$ cat config.mk
export PLATFORM = sky130hd
export DESIGN_NAME = proc_io_sched
export DESIGN_NICKNAME = d
export VERILOG_FILES = /design/src/rtl/proc_io_sched.sv
export SDC_FILE = /design/constraint.sdc
export NUM_CORES = 1
export LEC_CHECK = 0
export BUFFER_PORTS_ARGS = -buffer_cell sky130_fd_sc_hd__buf_4
export CORE_MARGIN = 2
export CORE_UTILIZATION = 58
export CTS_BUF_LIST = sky130_fd_sc_hd__clkbuf_8
export CTS_CLUSTER_SIZE = 25
export DETAILED_ROUTE_END_ITERATION = 16
export GPL_TIMING_DRIVEN = 0
export PLACE_DENSITY_LB_ADDON = 0.05
export SYNTH_ARGS = -nofsm -noshare
export SYNTH_HDL_FRONTEND = slang
export SYNTH_SLANG_ARGS = --single-unit
$ cat constraint.sdc
create_clock -name clk -period 6.6 [get_ports clk]
set_input_delay 0 -clock clk [delete_from_list [all_inputs] [get_ports clk]]
set_output_delay 0 -clock clk [all_outputs]
set_load 0.01 [all_outputs]
$ cat src/rtl/proc_io_sched.sv
// proc_io_sched: sample-stream scheduler in front of a filter processor.
// Buffers input samples in a FIFO and holds the processor in reset until the
// FIFO is primed. It serves processor reads from the FIFO head and re-primes
// after an underflow. Decoded output enables become a tagged output stream.
// Optional statistics counters are built when IO_SCHED_STATS_EN is defined.
module proc_io_sched #(
  parameter int NUBITS = 32,
  parameter int NOUT   = 7,
  parameter int NBCH   = 3,
  parameter int FDEPTH = 16,
  parameter int NBFIFO = 4,
  parameter int PRIME  = 4,
  parameter int RSTLEN = 4
) (
  input  logic              clk,
  input  logic              rst,
  input  logic [NUBITS-1:0] s_data,
  input  logic              s_valid,
  output logic              s_ready,
  output logic [NUBITS-1:0] proc_in,
  input  logic              proc_req_in,
  output logic              proc_rst,
  input  logic [NUBITS-1:0] proc_out,
  input  logic [NOUT-1:0]   proc_out_en,
  output logic [NUBITS-1:0] m_data,
  output logic [NBCH-1:0]   m_chan,
  output logic              m_valid,
  input  logic              err_clr,
  output logic              underflow,
  output logic              collision,
  output logic              running,
  output logic [15:0]       in_cnt,
  output logic [15:0]       out_cnt,
  output logic [15:0]       uf_cnt
);

  localparam int FCW = $clog2(RSTLEN + 1);

  typedef enum logic [1:0] {ST_PRIME, ST_RUN, ST_FAULT} state_t;

  state_t              state;
  logic [NUBITS-1:0]   mem [FDEPTH];
  logic [NBFIFO-1:0]   wr_ptr;
  logic [NBFIFO-1:0]   rd_ptr;
  logic [NBFIFO:0]     count;
  logic [FCW-1:0]      fcnt;
  logic                empty;
  logic                full;
  logic                push;
  logic                pop;
  logic                uf_evt;
  logic                any_en;
  logic                col_evt;

  // Index of the lowest asserted enable bit; the lowest channel wins on collision.
  function automatic logic [NBCH-1:0] lowest_idx(input logic [NOUT-1:0] en);
    logic [NBCH-1:0] idx;
    idx = '0;
    for (int i = NOUT - 1; i >= 0; i--) begin
      if (en[i]) idx = NBCH'(i);
    end
    return idx;
  endfunction

  // True when more than one enable bit is set.
  function automatic logic multi_hot(input logic [NOUT-1:0] en);
    return (en & (en - NOUT'(1))) != '0;
  endfunction

  // Saturating 16-bit increment for the statistics counters.
  function automatic logic [15:0] sat_inc(input logic [15:0] v);
    return (v == 16'hFFFF) ? v : v + 16'd1;
  endfunction

  assign empty   = (count == '0);
  assign full    = (count == (NBFIFO+1)'(FDEPTH));
  assign s_ready = !full && (state != ST_FAULT);
  assign push    = s_valid && s_ready;
  // A read on an empty FIFO is never satisfied by a same-cycle push.
  assign pop     = proc_req_in && (state == ST_RUN) && !empty;
  assign uf_evt  = proc_req_in && (state == ST_RUN) && empty;
  assign proc_in = empty ? '0 : mem[rd_ptr];
  assign any_en  = |proc_out_en;
  assign col_evt = multi_hot(proc_out_en);

  // FIFO storage; contents are qualified by count, so no reset is needed.
  always_ff @(posedge clk) begin
    if (push) mem[wr_ptr] <= s_data;
  end

  // FIFO pointers and occupancy; an underflow flushes everything at once.
  always_ff @(posedge clk) begin
    if (rst || uf_evt) begin
      wr_ptr <= '0;
      rd_ptr <= '0;
      count  <= '0;
    end else begin
      if (push) wr_ptr <= wr_ptr + NBFIFO'(1);
      if (pop)  rd_ptr <= rd_ptr + NBFIFO'(1);
      case ({push, pop})
        2'b10:   count <= count + (NBFIFO+1)'(1);
        2'b01:   count <= count - (NBFIFO+1)'(1);
        default: count <= count;
      endcase
    end
  end

  // Scheduler FSM: prime, run, fault-recovery with registered status outputs.
  always_ff @(posedge clk) begin
    if (rst) begin
      state    <= ST_PRIME;
      proc_rst <= 1'b1;
      running  <= 1'b0;
      fcnt     <= '0;
    end else begin
      case (state)
        ST_PRIME: begin
          if (count >= (NBFIFO+1)'(PRIME)) begin
            state    <= ST_RUN;
            proc_rst <= 1'b0;
            running  <= 1'b1;
          end
        end
        ST_RUN: begin
          if (uf_evt) begin
            state    <= ST_FAULT;
            proc_rst <= 1'b1;
            running  <= 1'b0;
            fcnt     <= '0;
          end
        end
        ST_FAULT: begin
          if (fcnt == FCW'(RSTLEN - 1)) begin
            state <= ST_PRIME;
          end else begin
            fcnt <= fcnt + FCW'(1);
          end
        end
        default: begin
          state    <= ST_PRIME;
          proc_rst <= 1'b1;
          running  <= 1'b0;
        end
      endcase
    end
  end

  // Output capture: one strobe per enable cycle, data and channel hold between strobes.
  always_ff @(posedge clk) begin
    if (rst) begin
      m_valid <= 1'b0;
      m_data  <= '0;
      m_chan  <= '0;
    end else begin
      m_valid <= any_en;
      if (any_en) begin
        m_data <= proc_out;
        m_chan <= lowest_idx(proc_out_en);
      end
    end
  end

  // Sticky error flags; a new event in the same cycle beats the clear.
  always_ff @(posedge clk) begin
    if (rst) begin
      underflow <= 1'b0;
      collision <= 1'b0;
    end else begin
      underflow <= uf_evt  || (underflow && !err_clr);
      collision <= col_evt || (collision && !err_clr);
    end
  end

`ifdef IO_SCHED_STATS_EN
  // Saturating statistics, cleared only by reset.
  always_ff @(posedge clk) begin
    if (rst) begin
      in_cnt  <= '0;
      out_cnt <= '0;
      uf_cnt  <= '0;
    end else begin
      if (push)   in_cnt  <= sat_inc(in_cnt);
      if (any_en) out_cnt <= sat_inc(out_cnt);
      if (uf_evt) uf_cnt  <= sat_inc(uf_cnt);
    end
  end
`else
  assign in_cnt  = '0;
  assign out_cnt = '0;
  assign uf_cnt  = '0;
`endif

endmodule

-- Word-level counts from Yosys, hierarchy flattened
Memory sizes are Yosys's and may differ from the RTL's. A register that Yosys moved wholly into a read port is not among the register bits.
Cells that the tools add are included.
- bits in registers: 58
- latch bits: 0
- logic and storage cells: 81
- memory bits (writable): 512
- memories kept: 1
- output and inout bits: 121
- bits in read-only memories: 0
- input bits: 76
- reductions and logical operators: 22
- bitwise gates (word level): 2
- $mul: 0
- $add $sub $neg: 6
- equal/unequal tests: 11
- shifts and indexed selects: 0
- divide/modulo/power cells: 0
- multiplexer cells: 26
- $lt $le $gt $ge: 1
- memory list (name ; depth ; bits a word ; read ports ; clocked after memory_dff ; write ports ; line ; source):
    mem ; 16 ; 32 ; 1 ; 1 ; 1 ; 42 ; logic [NUBITS-1:0] mem [FDEPTH];
- operator list (cell ; count):
    two-way mux 32 bit ; 1
    two-way mux 3 bit ; 9
    != test 2 bit, second input constant ; 5
    one-hot mux 5 bit (2 select lines) ; 1
    AND reduction 3 bit ; 3
    adder 4 x 1 -> 4 bit, second input constant ; 2
    two-way mux 4 bit ; 2
    bitwise AND 7 bit ; 1
    logical AND 1 bit ; 7
    nonzero test 7 bit ; 1
    OR reduction 7 bit ; 1
    subtractor 7 x 1 -> 7 bit, second input constant ; 1
    two-way mux 1 bit ; 6
    two-way mux 2 bit ; 3
    one-hot mux 1 bit (3 select lines) ; 2
    one-hot mux 2 bit (3 select lines) ; 1
    one-hot mux 3 bit (2 select lines) ; 1
    adder 5 x 1 -> 5 bit, second input constant ; 1
    == test 5 bit, second input constant ; 1
    >= comparator 5 x 3 -> 1 bit, second input constant ; 1
    zero test 5 bit ; 1
    subtractor 5 x 1 -> 5 bit, second input constant ; 1
    == test 2 x 1 -> 1 bit, second input constant ; 2
    == test 2 bit, second input constant ; 2
    7 further kinds ; 12

-- Longest topological paths before layout
- depth in word-level cells: 7
- depth in mapped cells: 11

-- Worst setup path before layout
No wires, ideal clock.
- path kind: reg2reg
- start: register count[1]
- end: memory mem[2][0], enable pin
- path slack: 2.571 ns
- stages on the path, launching flop included: 6
- arrival: 3.569 ns
- period minus slack after synthesis: 4.029 ns
- required time: 6.139 ns
- setup time: 0.461 ns
- cells stage by stage: dfxtp_1 -> buf_2 -> nor4_1 -> a211oi_1 -> nand2_1 -> nor3_1
- word-level cells in the longest chain between the ends: 6
- ends and longest elaborated chain (element ; line ; source):
    from (decl) ; 45 ; logic [NBFIFO:0] count;
    from (signal assigned) ; 101 ; 2'b10: count <= count + (NBFIFO+1)'(1);
    from (signal assigned) ; 102 ; 2'b01: count <= count - (NBFIFO+1)'(1);
    from (signal assigned) ; 103 ; default: count <= count;
    == test 5 bit ; 76 ; assign full = (count == (NBFIFO+1)'(FDEPTH));
    zero test 1 bit ; 77 ; assign s_ready = !full && (state != ST_FAULT);
    logical AND 1 bit ; 77 ;
    logical AND 1 bit ; 78 ; assign push = s_valid && s_ready;
    two-way mux 1 bit ; 88 ; if (push) mem[wr_ptr] <= s_data;
    two-way mux 1 bit (implied by the code) ; 88 ;
    to (decl) ; 42 ;
Every way passes these cells.

-- Worst setup path after layout
- start: register count[2]
- end: memory mem[0][29], enable pin
The elaborated chain is that of the path after synthesis.

==> impl_results.md <==
- First-pass GRT wire length: 76800 um
- Period minus WS final: 3.37 ns
- RR Startpoint: count[2]
- CP cell instances: buf_2 > nor4_1 > a211oi_1 > nand2_1 > nor3_2 > buf_4 > buf_6
- Max_cap viols: 0
- H-tree level count: 3
- Area grow syn2layout: 24.1%
- Post-synthesis sequential area ratio: 74.1%
- Area leader, netlist: edfxtp_1
- CP Depth: 7
- Top cells by count, synth: 512 x edfxtp_1, 128 x mux4_2, 75 x nand2_1
- Starting Density: 58.4%
- Area of the multi-input gates: 5400 um2
- CTS tree: built
- Crit start category: register
- Clock Sinks: 574
- Leakage power: 0.00962 uW
- Tot Pwr: 7360 uW
- Worst Path Max Fanout: 10
- Post-Syn Area: 22400 um2
- Clock Skews: 0.0312 ns
- Clock-pin slew on the worst setup and hold paths: 0.06 ns
- Initial DRC Count: 995
- Least-Margin Pin Slew: 0.997 ns
- Worst setup path end: mem[0][29]
- Ys flop type: edfxtp_1
- Buf/Inv on CP: 3
- Hold_sp: s_data[7]
- Final net count: 1688
- Critical Path Start: count[2]
- Die Area: 40200 um2
- Total vias in the final route: 12400
- TritonCTS buffer count: 91
- WP data required: 6.93 ns
- Worst slew margin: 33.2%
- Syn avg cell area: 19.2 um2
- Final hold violations: 0
- Drt wl/cell: 22.9 um
- Dpl hpwl: 30400 um
- Critical R2R Capture: mem[0][29]
- Rows: 72
- DIE WIDTH: 201 um
- CTS max path bufs: 3
- WL final: 50300 um
- Critical Path AT: 3.71 ns
- Number of synthesized register bits: 574
- Layout cell share with drive strength beyond 1: 30.7%
- FF/Latch Area: 16600 um2
- Setup Buffers After CTS: 0
- Vias in the first global route: 13000
- Top cells by area, synth: edfxtp_1 69%, mux4_2 13%, dfxtp_1 5.5%
- Max Slew Vio Count: 0
- Post-cts gate resize count: 0
- R2R Setup Slk: 3.23 ns
- Pin count of the biggest net entering global routing: 23
- CP max-delay cell: nor3_2
- Post-layout util: 72.5%
- Fmax: 0.296 GHz
- Hold Crit Class: primary input to register
- Status: completed
- Top-Level Pins: 197
- CP Class: register to register
- Fillers: 2356
- Crit path largest cell delay: 0.85 ns
- Clock root cell: clkbuf_8
- RSZ-0062 raised after global routing: false
- Top-area cell type share of the netlist area: 68.6%
- Max IR drop VDD: 0.000211 V
- Number of remaining DRC errors: 0
- PortBufs: 147
- Top delay family on crit path: simple AND/OR/NAND/NOR gates
- Final setup viols: 0
- First-pass iteration count of the detailed router: 5
- Clk_lat worst skew: 0.64 ns
- Library cells used by synthesis: 49
- Worst setup EP type: register
- Post-synth EDFFs: 512
- Post-Syn Instances: 1165
- Initial antenna violation count: 1
- P per Cell Area: 264 nW/um2
- Yosys warnings: 0
- Gr ovfl total: 0
- Global-route usage over all layers: 25.6%
- Final Cycle Share: 51.1%
- Ys async rst share: 0%
- R2R depth: 7
- Core ar.: 38400 um2
- Die Y-Extent: 201 um
- DRT antenna net count: 0
- Count leader, synth: edfxtp_1
- DR vias/cell: 5.63
- Placer congestion estimate: 0.755
final cells by class:
class / count / area share [%]
sequential: 574 / 59.7
clock inverter: 71 / 1.36
tap: 518 / 2.33
inverter: 12 / 0.162
antenna: 1 / 0.00899
clock buffer: 98 / 4.85
multi-input combinational: 518 / 19.4
buffer: 108 / 2.34
timing repair buffer: 296 / 9.87
placed cells by master (no fill, tap or decap), types with 15 or more instances in the layout:
master and count:
nand2_1 75, inv_1 40, clkbuf_8 98, conb_1 48
buf_4 196, dfxtp_1 62, clkinv_1 25, o22ai_1 33
mux4_2 128, mux2i_1 68, clkbuf_1 28, edfxtp_1 512
buf_2 19, buf_6 15, dlygate4sd3_1 120, nor2_1 20
a21oi_1 46
flip-flops by register name (all words and copies together), names as in the netlist, named ones only:
signal,cells
proc_rst,1
wr_ptr,4
m_chan,3
count,5
rd_ptr,4
running,1
state,2
underflow,1
mem,512
fcnt,3
collision,1
m_valid,1
m_data,32
layer usage:
| metal | routed length, um | global-route usage (%) | vias up |
|---|---|---|---|
| li1 | - | - | 5470 |
| met1 | 20300 | 34.3 | 6365 |
| met2 | 26000 | 43.6 | 436 |
| met3 | 3100 | 4.37 | 85 |
| met4 | 890 | 8.10 | 0 |
| met5 | 0 | 0 | - |
power by group:
part           switching (uW)  internal [uW]  leakage [uW]
registers                22.1           4020       0.00514
clock network            1350           1490      0.000989
logic                     250            226       0.00349
logic make-up after synthesis:
| group | after synthesis | synth area share (%) |
|---|---|---|
| DFF | 574 | 74.1 |
| muxes | 196 | 15.9 |
| and+or+nand+nor | 153 | 3.21 |
| buffers and inverters | 120 | 3.10 |
| AOI/OAI and AO/OA | 100 | 2.66 |
| adders and majority gates | 12 | 0.659 |
| xor gates and xnor gates | 9 | 0.352 |
| other | 1 | 0.0167 |
repair_timing:
action,4_1_cts,5_1_grt
setup endpoints to repair,0,0
endpoints found under the hold margin,562,0
hold buffers,120,0
metrics by stage:
step / setup WS (ns) / instance area [um2] / hold slack (ns) / setup TNS [ns] / std cells
finish: 3.23 / 27800 / 0.207 / 0 / 2196
global route: 2.97 / 27800 / 0.206 / 0 / 2196
floorplan: 2.57 / 22600 / 0.0989 / 0 / 1212
global placement: -0.263 / 24300 / 0.256 / -18.50 / 1877
CTS: 3.18 / 27800 / 0.168 / 0 / 2195
detailed placement: 3.19 / 24900 / 0.260 / 0 / 1906
worst min path at each step:
stage	slack (ns)	depth (start not counted)	endpoint
after global placement	0.26	3	m_data[12]
after global routing	0.21	2	mem[14][0]
after CTS	0.17	2	mem[15][17]
after floorplan	0.1	0	mem[0][0]
final	0.21	2	mem[15][7]
after detailed placement	0.26	3	m_data[30]
No activity file was read; power rests on OpenSTA's default activity.
